$ cat config.mk
export PLATFORM = sky130hd
export DESIGN_NAME = fetch_stage_flat
export DESIGN_NICKNAME = d
export VERILOG_FILES = /design/src/rtl/cpu_pkg.sv /design/src/rtl/fetch_stage_if.sv /design/src/rtl/if_id_reg.sv /design/src/rtl/fetch_stage.sv /design/src/flat_wrapper.sv
export SDC_FILE = /design/constraint.sdc
export NUM_CORES = 1
export LEC_CHECK = 0
export CORE_UTILIZATION = 46
export CTS_BUF_LIST = sky130_fd_sc_hd__clkbuf_16
export CTS_CLUSTER_DIAMETER = 150
export DETAILED_ROUTE_END_ITERATION = 7
export PLACE_DENSITY = 0.81
export SLEW_MARGIN = 5
export SYNTH_ARGS = -nofsm -noshare
export SYNTH_HDL_FRONTEND = slang
export SYNTH_HIERARCHICAL = 1
export SYNTH_SLANG_ARGS = --single-unit
export TNS_END_PERCENT = 100
$ cat constraint.sdc
create_clock -name clk -period 2.7 [get_ports clk]
set_input_delay 0.675 -clock clk [delete_from_list [all_inputs] [get_ports clk]]
set_output_delay 0.675 -clock clk [all_outputs]
set_load 0.01 [all_outputs]
$ cat src/rtl/cpu_pkg.sv
// cpu_pkg: shared core constants, the IF/ID pipeline word, and the fetch-address fault check
package cpu_pkg;
  localparam logic [31:0] RESET_PC   = 32'hBFC00000;
  localparam logic [31:0] IMEM_BASE  = 32'hBFC00000;
  localparam logic [31:0] IMEM_BYTES = 32'd4096;
  localparam logic [31:0] NOP_INSTR  = 32'h00000013;
  localparam logic [31:0] IMEM_LAST  = IMEM_BASE + IMEM_BYTES - 32'd4;
  typedef struct packed {
    logic [31:0] instr;
    logic [31:0] pc;
    logic [31:0] pc_plus4;
    logic        valid;
  } if_id_t;
  localparam if_id_t BUBBLE = '{instr: NOP_INSTR, pc: 32'd0, pc_plus4: 32'd0, valid: 1'b0};
  function automatic logic pc_fault(input logic [31:0] pc);
    return (pc[1:0] != 2'b00) || (pc < IMEM_BASE) || (pc > IMEM_LAST);
  endfunction
endpackage

$ cat src/rtl/fetch_stage_if.sv
// fetch_stage_if: fetch bus; master = hazard/EX/ROM side (drives instr_data, stall, flush, pc_src, pc_target), slave = fetch_stage (drives instr_addr and the IF/ID outputs)
interface fetch_stage_if;
  logic [31:0] instr_addr;
  logic [31:0] instr_data;
  logic        stall;
  logic        flush;
  logic        pc_src;
  logic [31:0] pc_target;
  logic [31:0] instr_d;
  logic [31:0] pc_d;
  logic [31:0] pc_plus4_d;
  logic        valid_d;
  logic        fetch_fault;
  modport master (
    output instr_data, stall, flush, pc_src, pc_target,
    input  instr_addr, instr_d, pc_d, pc_plus4_d, valid_d, fetch_fault
  );
  modport slave (
    input  instr_data, stall, flush, pc_src, pc_target,
    output instr_addr, instr_d, pc_d, pc_plus4_d, valid_d, fetch_fault
  );
endinterface

$ cat src/rtl/if_id_reg.sv
// if_id_reg: IF/ID pipeline register; i_clr loads a bubble and beats i_en, i_en loads i_d, o_q is the held word
import cpu_pkg::*;
module if_id_reg (
  input  logic   clk,
  input  logic   i_en,
  input  logic   i_clr,
  input  if_id_t i_d,
  output if_id_t o_q
);
  if_id_t r_q;
  always_ff @(posedge clk) begin
    if (i_clr) r_q <= BUBBLE;
    else if (i_en) r_q <= i_d;
  end
  assign o_q = r_q;
endmodule

$ cat src/rtl/fetch_stage.sv
// fetch_stage: PC register, next-PC mux, fault check and IF/ID capture; clk/rst plain, everything else on fetch_stage_if.slave
import cpu_pkg::*;
module fetch_stage (
  input logic           clk,
  input logic           rst,
  fetch_stage_if.slave  bus
);
  logic [31:0] r_pc;
  logic        r_fault;
  logic [31:0] w_pc_plus4;
  logic [31:0] w_pc_next;
  logic        w_fault_cap;
  if_id_t      w_d;
  if_id_t      w_q;
  assign w_pc_plus4  = r_pc + 32'd4;
  assign w_fault_cap = ~bus.flush & ~bus.stall & pc_fault(r_pc);
  always_comb begin
    w_pc_next = bus.pc_src ? bus.pc_target : bus.stall ? r_pc : w_pc_plus4;
    w_d       = '{instr: bus.instr_data, pc: r_pc, pc_plus4: w_pc_plus4, valid: 1'b1};
  end
  always_ff @(posedge clk) begin
    if (rst) begin
      r_pc    <= RESET_PC;
      r_fault <= 1'b0;
    end else begin
      r_pc    <= w_pc_next;
      r_fault <= r_fault | w_fault_cap;
    end
  end
  if_id_reg u_if_id (
    .clk   (clk),
    .i_en  (~bus.stall),
    .i_clr (rst | bus.flush | w_fault_cap),
    .i_d   (w_d),
    .o_q   (w_q)
  );
  assign bus.instr_addr  = r_pc;
  assign bus.instr_d     = w_q.instr;
  assign bus.pc_d        = w_q.pc;
  assign bus.pc_plus4_d  = w_q.pc_plus4;
  assign bus.valid_d     = w_q.valid;
  assign bus.fetch_fault = r_fault;
endmodule
$ cat src/flat_wrapper.sv
// flat-port wrapper written by rule: the top's interface ports become plain ports
module fetch_stage_flat 
  (clk, rst, bus_instr_data, bus_stall, bus_flush, bus_pc_src, bus_pc_target, bus_instr_addr, bus_instr_d, bus_pc_d, bus_pc_plus4_d, bus_valid_d, bus_fetch_fault);
  fetch_stage_if bus_i ();
  input logic clk;
  input logic rst;
  input wire logic [$bits(bus_i.instr_data)-1:0] bus_instr_data;
  input wire logic [$bits(bus_i.stall)-1:0] bus_stall;
  input wire logic [$bits(bus_i.flush)-1:0] bus_flush;
  input wire logic [$bits(bus_i.pc_src)-1:0] bus_pc_src;
  input wire logic [$bits(bus_i.pc_target)-1:0] bus_pc_target;
  output wire logic [$bits(bus_i.instr_addr)-1:0] bus_instr_addr;
  output wire logic [$bits(bus_i.instr_d)-1:0] bus_instr_d;
  output wire logic [$bits(bus_i.pc_d)-1:0] bus_pc_d;
  output wire logic [$bits(bus_i.pc_plus4_d)-1:0] bus_pc_plus4_d;
  output wire logic [$bits(bus_i.valid_d)-1:0] bus_valid_d;
  output wire logic [$bits(bus_i.fetch_fault)-1:0] bus_fetch_fault;
  assign bus_i.instr_data = bus_instr_data;
  assign bus_i.stall = bus_stall;
  assign bus_i.flush = bus_flush;
  assign bus_i.pc_src = bus_pc_src;
  assign bus_i.pc_target = bus_pc_target;
  assign bus_instr_addr = bus_i.instr_addr;
  assign bus_instr_d = bus_i.instr_d;
  assign bus_pc_d = bus_i.pc_d;
  assign bus_pc_plus4_d = bus_i.pc_plus4_d;
  assign bus_valid_d = bus_i.valid_d;
  assign bus_fetch_fault = bus_i.fetch_fault;
  fetch_stage u_core (.clk(clk), .rst(rst), .bus(bus_i));
endmodule
==> impl_summary.md, run 1 <==
Worst setup path
The signal on the critical path passes through ha_1 > nand3_4 > or4_1 > or3_1 > a311oi_1. STA classifies the critical path endpoint as a flip-flop. The count of buffering cells on the critical path with inverters included is 0.

The cell family contributing the most delay on the critical path is simple AND/OR/NAND/NOR gates. The type of origin of the critical path is a flip-flop. On the critical path, the stage with the largest delay is an instance of sky130_fd_sc_hd__or4_1. The largest fanout of any net on the critical path is 11. The data required time at the worst endpoint is 3.01 ns. The largest single stage delay on the critical path is 0.77 ns. Data on the critical path arrives at its endpoint at 2.81 ns. The worst setup path category is reg2reg.

Flow run
Max-cap violations in this run came to 0.

Yosys
Of the synthesized area, sequential elements account for 0.453. The count of different cell masters after synthesis is 49. Averaged over all synthesized cells, the footprint is 9.26 sq um. During synthesis, Yosys emitted a total of 6 warnings.

The number of synthesized flops with an enable pin is 0. The flop and latch count out of synthesis is 130. The number of nets in the synthesized netlist is 690.

Among all flip-flop cells after synthesis, the most frequent one is sky130_fd_sc_hd__dfxtp_1. In the post-synthesis netlist, the biggest area contributors are sky130_fd_sc_hd__dfxtp_1 (45%), sky130_fd_sc_hd__mux2i_1 (17%), sky130_fd_sc_hd__nor2_1 (8.9%). The cell type contributing the most total cell area after synthesis is sky130_fd_sc_hd__dfxtp_1. For this run, asynchronously set or reset flops after synthesis account for 0. The cell count after synthesis came out at 620. The area share of the largest cell type after synthesis is 0.453. After synthesis the cells add up to 5740 sq um.

STA
The final sum of negative setup slack is 0 ns. The count of final max-slew check failures is 0. The count of endpoints failing setup in the final report is 0.

Timing would allow up to 400 MHz. The clock arrives with 0.00673 ns of skew. The final count of hold timing violations is 0.

The worst slew margin relative to its limit is 0.646. On the final layout, the worst hold slack is 0.475 ns. The transition time of the tightest slew-check pin is 0.527 ns.

The final worst-path cycle share is 0.926. Setup repair after global routing left no endpoint under its margin. The shortest period the worst path allows is 2.50 ns.

Floorplanning
The initial utilization of the core area, before any placement, comes to 0.474. The count of standard-cell rows is 40. In this run the count of I/O pins placed on the die edge is 199. The die extent in x is 114 um. The full die area is 12,900 sq um. The vertical die dimension is 114 um.

The core region area is 12,100 sq um.

Finish
Counting the fill cells in the layout gives 968. 0 antenna diodes ended up in the layout. The number of nets in the layout is 884. The proportion of layout cells with a drive suffix above 1 is 0.0706. In the layout the commonest cells are sky130_fd_sc_hd__clkdlybuf4s50_1 (198), sky130_fd_sc_hd__nor2_1 (136), sky130_fd_sc_hd__dfxtp_1 (130).

Relative to the synthesized area, the layout overhead comes to 46.0%. The commonest non-fill, non-tap cell in the layout is sky130_fd_sc_hd__clkdlybuf4s50_1.

Route
The detailed router used layers up to and including met4. The routed design uses 1200 um of met3 wire. After detailed routing, the average wire length per cell comes to 15.9 um.

After detailed routing, the number of vias per cell comes to 5.20. The final layout contains routed wiring with a total length of 15,700 um. For this block, the initial DRC count from the detailed router was 293. The met2 wire length is 7860 um. The total DRC errors in the routed layout is 0. For this block, wires on met1 add up to 6350 um. The antenna violation net count after detailed routing is 0.

Summing over every cut layer, the via total after detailed routing is 5,149. The number of detailed-routing iterations run before antenna repair is 5.

CTS
The number of setup buffers added after CTS is 0. The count of hold-fix buffers inserted at cts is 0. The source-to-sink clock delay at the later pin of the worst-skew pair is 0.41 ns.

TritonCTS built the clock tree. Counting along the longest clock path gives a buffer depth of 2. Clock-pin slew was measured on the worst setup and hold paths at 0.05 ns. The number of clock buffers inserted by TritonCTS is 17. The tree built by TritonCTS fans out to 130 sinks. The root cell of the clock tree is sky130_fd_sc_hd__clkbuf_16. Gates resized during post-CTS repair numbered 0. The H-tree was split into 4 levels.

Global routing
The initial antenna violation count is 0. The number of global-route vias before repair is 5,049. Entering global routing, the biggest net connects 54 pins. The global-route wire length before repair is 25,100 um. The leftover overflow at the end of global routing is 0. For this run, the total global-route usage over all layers was measured as 0.250.

Place
In this run the tool buffered the top-level ports with 198 buffer cells. Routability-driven placement finished with a final weighted congestion of 0.843. Detailed placement ended at an HPWL of 11,300 um.

Pwr
The standby leakage power is 3.30 nW. Dividing total power by cell area gives a power density of 551 nW/um^2. Overall power consumption after layout is estimated at 0.00462 W. The worst-case IR drop observed on VDD is 0.353 mV.

Hold path
The class of the most critical hold timing path is reg2reg.

Status
The run finished with clean final reports.
[state kept, by name, summed over array words and instances (netlist names)]
register	cells
u_core/u_if_id/o_q	97
u_core/bus.fetch_fault	1
u_core/bus.instr_addr	32
[through the flow]
stage | area, sq um | worst slack, ns | util | std cells
2_1_floorplan | 5740 | 0.361 | - | 620
3_3_place_gp | 7890 | 0.111 | 0.651 | 963
3_5_place_dp | 7890 | 0.0351 | 0.651 | 963
4_1_cts | 8390 | 0.225 | 0.692 | 990
5_1_grt | 8390 | 0.0862 | 0.692 | 990
6_report | 8390 | 0.200 | 0.692 | 990
[cells by family (layout without fill, tap and decap cells)]
family | count (synthesis) | after routing | synth area share
xor gates and xnor gates | 45 | 45 | 0.0686
and+or+nand+nor | 241 | 241 | 0.192
AOI/OAI and AO/OA | 48 | 48 | 0.0560
DFF | 130 | 130 | 0.453
other | 1 | 1 | 0.000653
muxes | 99 | 99 | 0.173
buffers and inverters | 55 | 257 | 0.0551
adders and majority gates | 1 | 1 | 0.00218
[final timing paths]
check,slack [ns],end,cells past startpoint,from
worst max-delay path,0.20,u_core/bus.instr_addr[16],5,u_core/bus.instr_addr[3]
worst max register to register,0.20,u_core/bus.instr_addr[16],5,u_core/bus.instr_addr[3]
worst min register to register,0.47,u_core/bus.fetch_fault,1,u_core/bus.fetch_fault
worst min-delay path,0.47,u_core/bus.fetch_fault,1,u_core/bus.fetch_fault
[area by class of cell]
cell class | instances | area [sq um] | share of cell area
well taps | 168 | 210 | 0.0251
repair buffers | 224 | 2210 | 0.264
clock buffers | 17 | 425 | 0.0507
clock inverters | 10 | 73.8 | 0.00880
inverters | 6 | 27.5 | 0.00328
multi-input cells | 435 | 2830 | 0.338
flip-flops and latches | 130 | 2600 | 0.310
[per-layer routing]
| metal | vias to the layer above | track usage |
|---|---|---|
| met5 | - | 0 |
| met4 | 0 | 0.104 |
| met3 | 33 | 0.0728 |
| met2 | 231 | 0.437 |
| met1 | 2393 | 0.284 |
| li1 | 2492 | - |
[cells in the mapped netlist (9+ instances only)]
master                     number
sky130_fd_sc_hd__xor2_1        23
sky130_fd_sc_hd__buf_4         10
sky130_fd_sc_hd__dfxtp_1      130
sky130_fd_sc_hd__xnor2_1       22
sky130_fd_sc_hd__nand3_1       10
sky130_fd_sc_hd__nor3_1        13
sky130_fd_sc_hd__mux2i_1       99
sky130_fd_sc_hd__nor4_1         9
sky130_fd_sc_hd__a21oi_1       13
sky130_fd_sc_hd__nand2_1       35
sky130_fd_sc_hd__clkbuf_1      22
sky130_fd_sc_hd__nor2_1       136
sky130_fd_sc_hd__o21ai_0       10
[worst reg2reg max path, delay by kind of cell, from the launching register on]
family | cells | cell delay (ns)
DFF | 1 | 0.46
and+or+nand+nor | 3 | 1.33
adders and majority gates | 1 | 0.31
AOI/OAI and AO/OA | 1 | 0.30
[power by group]
| group | total, W | internal (W) | leakage (nW) | switching (W) |
|---|---|---|---|---|
| clock network | 0.00199 | 0.00121 | 0.240 | 0.000773 |
| logic | 0.000592 | 0.000328 | 2.00 | 0.000265 |
| registers | 0.00204 | 0.00198 | 1.06 | 0.0000616 |
Note: power is estimated with default switching activity, not from simulation.
==> inputs of run 2 (changes only) <==
--- a/config.mk
+++ b/config.mk
@@ -5,6 +5,7 @@
 export SDC_FILE = /design/constraint.sdc
 export NUM_CORES = 1
 export LEC_CHECK = 0
+export CAP_MARGIN = 25
 export CORE_UTILIZATION = 46
 export CTS_BUF_LIST = sky130_fd_sc_hd__clkbuf_16
 export CTS_CLUSTER_DIAMETER = 150
==> results of run 2 <==
No change in the layout: final DEF, timing and power equal those of run 1.
